**src/rtl/mouse_select_ctrl_pkg.sv**
```systemverilog
// mouse_select_ctrl_pkg: state encoding and block coordinate widths shared by the selection controller.
package mouse_select_ctrl_pkg;
  typedef logic [1:0] state_t;
  localparam state_t IDLE     = 2'd0;
  localparam state_t SRC_SEL  = 2'd1;
  localparam state_t WAIT_ACK = 2'd2;
  localparam state_t HOLDOFF  = 2'd3;
  localparam int BLK_X_W      = 5;
  localparam int BLK_Y_W      = 3;
  localparam int HAND_ROW_MIN = 6;
endpackage

```
**src/rtl/mouse_select_ctrl_if.sv**
```systemverilog
// mouse_select_ctrl_if: mouse clicks/coordinates, turn flag and move handshake seen by the selection controller.
interface mouse_select_ctrl_if;
  import mouse_select_ctrl_pkg::*;
  logic               l_click;
  logic               r_click;
  logic               mouse_inblock;
  logic [BLK_X_W-1:0] mouse_block_x;
  logic [BLK_Y_W-1:0] mouse_block_y;
  logic               my_turn;
  logic               move_ack;
  logic               move_nack;
  logic               sel_valid;
  logic [BLK_X_W-1:0] sel_x;
  logic [BLK_Y_W-1:0] sel_y;
  logic               move_req;
  logic [BLK_X_W-1:0] move_dst_x;
  logic [BLK_Y_W-1:0] move_dst_y;
  logic               busy;
  modport master (
    output l_click, r_click, mouse_inblock, mouse_block_x, mouse_block_y, my_turn, move_ack, move_nack,
    input  sel_valid, sel_x, sel_y, move_req, move_dst_x, move_dst_y, busy
  );
  modport slave (
    input  l_click, r_click, mouse_inblock, mouse_block_x, mouse_block_y, my_turn, move_ack, move_nack,
    output sel_valid, sel_x, sel_y, move_req, move_dst_x, move_dst_y, busy
  );
endinterface

```
**src/rtl/mouse_select_ctrl_select_timer.sv**
```systemverilog
// select_timer: saturating cycle counter with clear/enable and a terminal-count compare.
module select_timer #(
  parameter int CNT_W = 29
) (
  input  logic             clk,
  input  logic             rst,
  input  logic             i_clr,
  input  logic             i_en,
  input  logic [CNT_W-1:0] i_tc,
  output logic             o_done
);
  logic [CNT_W-1:0] r_cnt;
  always_ff @(posedge clk)
    if (!rst || i_clr) r_cnt <= '0;
    else if (i_en && r_cnt != '1) r_cnt <= r_cnt + 1'b1;
  assign o_done = r_cnt >= i_tc;
endmodule

```
**src/rtl/mouse_select_ctrl.sv**
```systemverilog
// mouse_select_ctrl: two-click source/destination selection with move handshake and hold-off.
// Define MOUSE_SELECT_TIMEOUT_EN to auto-cancel a pending source selection after TIMEOUT_CYC cycles.
module mouse_select_ctrl
  import mouse_select_ctrl_pkg::*;
#(
  parameter int TIMEOUT_CYC = 500000000,
  parameter int HOLDOFF_CYC = 1000000,
  parameter int CNT_W       = 29
) (
  input logic                clk,
  input logic                rst,
  mouse_select_ctrl_if.slave bus
);
  localparam logic [CNT_W-1:0] TO_TC   = CNT_W'(TIMEOUT_CYC - 1);
  localparam logic [CNT_W-1:0] HOLD_TC = CNT_W'(HOLDOFF_CYC > 0 ? HOLDOFF_CYC - 1 : 0);
  state_t             r_state, w_next;
  logic               r_sel_valid, r_move_req, r_busy;
  logic [BLK_X_W-1:0] r_sel_x, r_dst_x;
  logic [BLK_Y_W-1:0] r_sel_y, r_dst_y;
  logic               w_click, w_same, w_done, w_to;
  logic               w_sel_valid, w_move_req, w_busy, w_sel_ld, w_dst_ld;
  assign w_click = bus.l_click & bus.mouse_inblock;
  assign w_same  = bus.mouse_block_x == r_sel_x && bus.mouse_block_y == r_sel_y;
`ifdef MOUSE_SELECT_TIMEOUT_EN
  assign w_to = w_done;
`else
  assign w_to = 1'b0;
`endif
  // One counter serves both timeout and hold-off; it restarts on every state change.
  select_timer #(.CNT_W(CNT_W)) u_timer (
    .clk    (clk),
    .rst    (rst),
    .i_clr  (w_next != r_state),
    .i_en   (r_state == SRC_SEL || r_state == HOLDOFF),
    .i_tc   (r_state == HOLDOFF ? HOLD_TC : TO_TC),
    .o_done (w_done)
  );
  always_ff @(posedge clk)
    if (!rst) begin
      r_state     <= IDLE;
      r_sel_valid <= 1'b0;
      r_move_req  <= 1'b0;
      r_busy      <= 1'b0;
      r_sel_x     <= '0;
      r_sel_y     <= '0;
      r_dst_x     <= '0;
      r_dst_y     <= '0;
    end else begin
      r_state     <= w_next;
      r_sel_valid <= w_sel_valid;
      r_move_req  <= w_move_req;
      r_busy      <= w_busy;
      if (w_sel_ld) {r_sel_x, r_sel_y} <= {bus.mouse_block_x, bus.mouse_block_y};
      if (w_dst_ld) {r_dst_x, r_dst_y} <= {bus.mouse_block_x, bus.mouse_block_y};
    end
  always_comb begin
    w_next = r_state;
    case (r_state)
      IDLE:     w_next = w_click && bus.my_turn ? SRC_SEL : IDLE;
      SRC_SEL:  w_next = !bus.my_turn || bus.r_click ? IDLE :
                         w_click ? (w_same ? IDLE : WAIT_ACK) :
                         w_to ? IDLE : SRC_SEL;
      WAIT_ACK: w_next = bus.move_ack ? HOLDOFF : bus.move_nack ? SRC_SEL : WAIT_ACK;
      default:  w_next = w_done ? IDLE : HOLDOFF;
    endcase
  end
  always_comb begin
    w_sel_valid = w_next == SRC_SEL || w_next == WAIT_ACK;
    w_move_req  = w_next == WAIT_ACK;
    w_busy      = w_next == WAIT_ACK || w_next == HOLDOFF;
    w_sel_ld    = r_state == IDLE && w_next == SRC_SEL;
    w_dst_ld    = r_state == SRC_SEL && w_next == WAIT_ACK;
  end
  assign bus.sel_valid  = r_sel_valid;
  assign bus.sel_x      = r_sel_x;
  assign bus.sel_y      = r_sel_y;
  assign bus.move_req   = r_move_req;
  assign bus.move_dst_x = r_dst_x;
  assign bus.move_dst_y = r_dst_y;
  assign bus.busy       = r_busy;
endmodule

```
**src/flat_wrapper.sv**
```systemverilog
// flat-port wrapper written by rule: the top's interface ports become plain ports
module mouse_select_ctrl_flat import mouse_select_ctrl_pkg::*;
#(
  parameter int TIMEOUT_CYC = 500000000,
  parameter int HOLDOFF_CYC = 1000000,
  parameter int CNT_W       = 29
)
  (clk, rst, bus_l_click, bus_r_click, bus_mouse_inblock, bus_mouse_block_x, bus_mouse_block_y, bus_my_turn, bus_move_ack, bus_move_nack, bus_sel_valid, bus_sel_x, bus_sel_y, bus_move_req, bus_move_dst_x, bus_move_dst_y, bus_busy);
  mouse_select_ctrl_if bus_i ();
  input logic clk;
  input logic rst;
  input wire logic [$bits(bus_i.l_click)-1:0] bus_l_click;
  input wire logic [$bits(bus_i.r_click)-1:0] bus_r_click;
  input wire logic [$bits(bus_i.mouse_inblock)-1:0] bus_mouse_inblock;
  input wire logic [$bits(bus_i.mouse_block_x)-1:0] bus_mouse_block_x;
  input wire logic [$bits(bus_i.mouse_block_y)-1:0] bus_mouse_block_y;
  input wire logic [$bits(bus_i.my_turn)-1:0] bus_my_turn;
  input wire logic [$bits(bus_i.move_ack)-1:0] bus_move_ack;
  input wire logic [$bits(bus_i.move_nack)-1:0] bus_move_nack;
  output wire logic [$bits(bus_i.sel_valid)-1:0] bus_sel_valid;
  output wire logic [$bits(bus_i.sel_x)-1:0] bus_sel_x;
  output wire logic [$bits(bus_i.sel_y)-1:0] bus_sel_y;
  output wire logic [$bits(bus_i.move_req)-1:0] bus_move_req;
  output wire logic [$bits(bus_i.move_dst_x)-1:0] bus_move_dst_x;
  output wire logic [$bits(bus_i.move_dst_y)-1:0] bus_move_dst_y;
  output wire logic [$bits(bus_i.busy)-1:0] bus_busy;
  assign bus_i.l_click = bus_l_click;
  assign bus_i.r_click = bus_r_click;
  assign bus_i.mouse_inblock = bus_mouse_inblock;
  assign bus_i.mouse_block_x = bus_mouse_block_x;
  assign bus_i.mouse_block_y = bus_mouse_block_y;
  assign bus_i.my_turn = bus_my_turn;
  assign bus_i.move_ack = bus_move_ack;
  assign bus_i.move_nack = bus_move_nack;
  assign bus_sel_valid = bus_i.sel_valid;
  assign bus_sel_x = bus_i.sel_x;
  assign bus_sel_y = bus_i.sel_y;
  assign bus_move_req = bus_i.move_req;
  assign bus_move_dst_x = bus_i.move_dst_x;
  assign bus_move_dst_y = bus_i.move_dst_y;
  assign bus_busy = bus_i.busy;
  mouse_select_ctrl #(.TIMEOUT_CYC(TIMEOUT_CYC), .HOLDOFF_CYC(HOLDOFF_CYC), .CNT_W(CNT_W)) u_core (.clk(clk), .rst(rst), .bus(bus_i));
endmodule
```
**config.mk**
```make
export PLATFORM = sky130hd
export DESIGN_NAME = mouse_select_ctrl_flat
export DESIGN_NICKNAME = d
export VERILOG_FILES = /design/src/rtl/mouse_select_ctrl_pkg.sv /design/src/rtl/mouse_select_ctrl_if.sv /design/src/rtl/mouse_select_ctrl_select_timer.sv /design/src/rtl/mouse_select_ctrl.sv /design/src/flat_wrapper.sv
export SDC_FILE = /design/constraint.sdc
export NUM_CORES = 1
export LEC_CHECK = 0
export CAP_MARGIN = 20
export CELL_PAD_IN_SITES_DETAIL_PLACEMENT = 2
export CELL_PAD_IN_SITES_GLOBAL_PLACEMENT = 2
export CORE_ASPECT_RATIO = 0.5
export CORE_MARGIN = 2
export CORE_UTILIZATION = 37
export DETAILED_ROUTE_END_ITERATION = 6
export HOLD_SLACK_MARGIN = 0.02
export PLACE_DENSITY = 0.9
export SETUP_SLACK_MARGIN = 0.15
export SLEW_MARGIN = 20
export SYNTH_ARGS = -nofsm -noshare
export SYNTH_HDL_FRONTEND = slang
export SYNTH_HIERARCHICAL = 1
export SYNTH_SLANG_ARGS = --single-unit
```
**constraint.sdc**
```tcl
create_clock -name clk -period 9.1 [get_ports clk]
set_input_delay 0.91 -clock clk [delete_from_list [all_inputs] [get_ports clk]]
set_output_delay 0.91 -clock clk [all_outputs]
set_load 0.1 [all_outputs]
```
==> flow_metrics.env <==
export IMPL_run_status="finished, final reports clean"
export IMPL_ctsResizeCount=0
export IMPL_num_rows=23
export IMPL_hp_class="flip-flop to flip-flop"
export IMPL_cts_buffer_depth=2
export IMPL_yosys_warnings=6
export IMPL_slew_headroom_pct=29.26
export IMPL_crit_path_end_kind="flip-flop"
export IMPL_wirelength_um=15990
export IMPL_via_per_inst=6.304
export IMPL_ctsHtreeMaxLevel=2
export IMPL_diodes=0
export IMPL_area_growth_pct=21.38
export IMPL_drc_errors=0
export IMPL_power_density_nw_per_um2=139.9
export IMPL_final_hold_viol_count=0
export IMPL_via_count=3341
export IMPL_rsz0062_at_grt="no"
export IMPL_startpoint_type="flip-flop"
export IMPL_p_leak_nw=1.749
export IMPL_cts_sinks=50
export IMPL_dp_hpwl_um=8446
export IMPL_maxCapViolCount=0
export IMPL_critPathArrivalTime_ns=5.45
export IMPL_tightest_slew_ns=1.058
export IMPL_min_period_ns=5.271
export IMPL_numPortBuffers=34
export IMPL_synth_ff_type="dfxtp_1"
export IMPL_setup_viol=0
export IMPL_die_y_um=69.77
export IMPL_grt_pass1_vias=3654
export IMPL_post_cts_setup_buffers=0
export IMPL_antenna_found_initial=0
export IMPL_postCtsHoldBufs=0
export IMPL_fin_ws_ns=3.829
export IMPL_synth_edff_count=0
export IMPL_power_uw=543.5
export IMPL_syn_area_sq_um=3201
export IMPL_synth_seq_area_share_pct=31.27
export IMPL_layout_commonest_cell="dfxtp_1"
export IMPL_async_flop_share_pct=0
export IMPL_slew_violations=0
export IMPL_dp_cells=522
export IMPL_ioPinCount=35
export IMPL_cts_root_buf="clkbuf_16"
export IMPL_yosysTopAreaCellShare_pct=31.27
export IMPL_yosysTopAreaCell="dfxtp_1"
export IMPL_synth_cells=371
export IMPL_die_w_um=135.5
export IMPL_clk_pin_slew_ns=0.08
export IMPL_min_period_over_period_pct=57.92
export IMPL_place_ws_ns=4.363
export IMPL_drtAntennaViolNets=0
export IMPL_grt_pass1_wl_um=22150
export IMPL_fin_hold_ws_ns=0.5284
export IMPL_dieArea_sq_um=9455
export IMPL_grtUsageTotal_pct=30.95
export IMPL_ir_drop_mv=0.1480
export IMPL_coreArea_sq_um=8202
export IMPL_fin_cells=530
export IMPL_wl_per_cell_um=30.17
export IMPL_gp_congestion=0.7878
export IMPL_skew_ns=0.008728
export IMPL_cts_buffers=5
export IMPL_crit_fanout=15
export IMPL_grt_overflow_total=0
export IMPL_worstPathRequired_ns=9.28
export IMPL_grt_max_degree=26
export IMPL_layout_drive_gt1_share_pct=5.742
export IMPL_mostFrequentLayoutCells="dfxtp_1, nor2_1, inv_1, clkdlybuf4s50_1, ha_1"
export IMPL_drtIter0Drc=216
export IMPL_synth_seq_cells=50
export IMPL_fmax_ghz=0.1897
export IMPL_yosys_top_cells_area="dfxtp_1, ha_1, mux2i_1"
export IMPL_fin_tns_setup_ns=0
export IMPL_initial_core_util_pct=39.02
export IMPL_first_pass_iters=4
export IMPL_syn_area_per_cell_sq_um=8.627
export IMPL_cts_tree="done"
export IMPL_fin_nets=466
export IMPL_synth_cell_types=55
export IMPL_clk_latency_ns=0.31
export IMPL_worstSetupPathType="flip-flop to flip-flop"
[Yosys cell counts, types with 4 or more instances]
cell type,n
o21ai_0,4
nand4_1,8
xor2_1,18
or3_1,6
o31ai_1,8
o21ai_1,10
dfxtp_1,50
and4_1,5
inv_1,35
nand2b_1,4
nand3_1,10
a21oi_1,24
clkbuf_1,6
and3_1,4
nor2_1,37
ha_1,33
o2111ai_1,4
nand2_1,24
nor4_2,4
or4_1,5
mux2i_1,18
[where the power goes]
| part | leakage [nW] | switching [mW] | internal [mW] |
|---|---|---|---|
| registers | 0.403 | 0.00291 | 0.220 |
| clock network | 0.0971 | 0.0965 | 0.166 |
| logic | 1.25 | 0.0399 | 0.0182 |
| total | 1.75 | 0.139 | 0.404 |
[state kept, by name, indices dropped and copies added, names as in the netlist]
signal                 cells
u_core/bus.busy            1
u_core/bus.move_dst_x      5
u_core/bus.move_dst_y      3
u_core/bus.move_req        1
u_core/bus.sel_valid       1
u_core/bus.sel_x           5
u_core/bus.sel_y           3
u_core/r_state             2
u_core/u_timer/r_cnt      29
[per-stage QoR]
| step | cell area (sq um) | util (%) |
|---|---|---|
| detailed placement | 3684 | 44.91 |
| CTS | 3882 | 47.34 |
| finish | 3885 | 47.37 |
| global placement | 3684 | 44.91 |
| floorplan | 3257 | - |
| global route | 3885 | 47.37 |
[path summary, 6_finish.rpt]
check                                                           start                                     to  slack, ns  cells past startpoint
worst max register to register           u_core/r_state[0]$_SDFF_PN0_       u_core/bus.sel_y[0]$_SDFFE_PN0P_       3.83                     16
worst min-delay path            u_core/bus.move_dst_x[0]$_SDFFE_PN0P_  u_core/bus.move_dst_x[0]$_SDFFE_PN0P_       0.53                      2
worst max-delay path                     u_core/r_state[0]$_SDFF_PN0_       u_core/bus.sel_y[0]$_SDFFE_PN0P_       3.83                     16
worst min register to register  u_core/bus.move_dst_x[0]$_SDFFE_PN0P_  u_core/bus.move_dst_x[0]$_SDFFE_PN0P_       0.53                      2
[layer usage]
metal / GRT usage (%) / vias up / routed length (um)
met3: 8.480 / 77 / 1079
met5: 0 / - / 0
li1: - / 1400 / -
met2: 54.94 / 184 / 7785
met1: 36.09 / 1680 / 6294
met4: 10.42 / 0 / 829
[area by class of cell]
cell class              count  area, sq um
well taps                 112        140.1
inverters                  36        135.1
multi-input cells         289         2062
fillers                   883         4317
clock buffers               6        138.9
flip-flops and latches     50         1001
clock inverters             2        60.06
repair buffers             35        347.8
[worst max-delay path, stage by stage, from the launching register on]
cell	delay [ns]
dfxtp_1	0.73
nand2_1	0.48
inv_1	0.23
inv_1	0.09
ha_1	0.29
and4_1	0.17
a221o_1	0.37
a2111oi_0	0.57
o21ai_1	0.20
nand2_1	0.23
inv_1	0.16
a22oi_1	0.32
ha_1	0.22
nor3b_1	0.37
buf_4	0.30
mux2i_1	0.30
nor2_1	0.08
[logic make-up after synthesis]
kind of cell | share of synthesized area [%]
AND/OR/NAND/NOR | 22.40
multiplexers | 5.629
other | 0.2346
buffers and inverters | 6.137
flip-flops | 31.27
AO/OA/AOI/OAI | 16.22
adder cells (fa/ha/maj) | 12.90
XOR/XNOR | 5.199
Note: power is estimated with default switching activity, not from simulation.
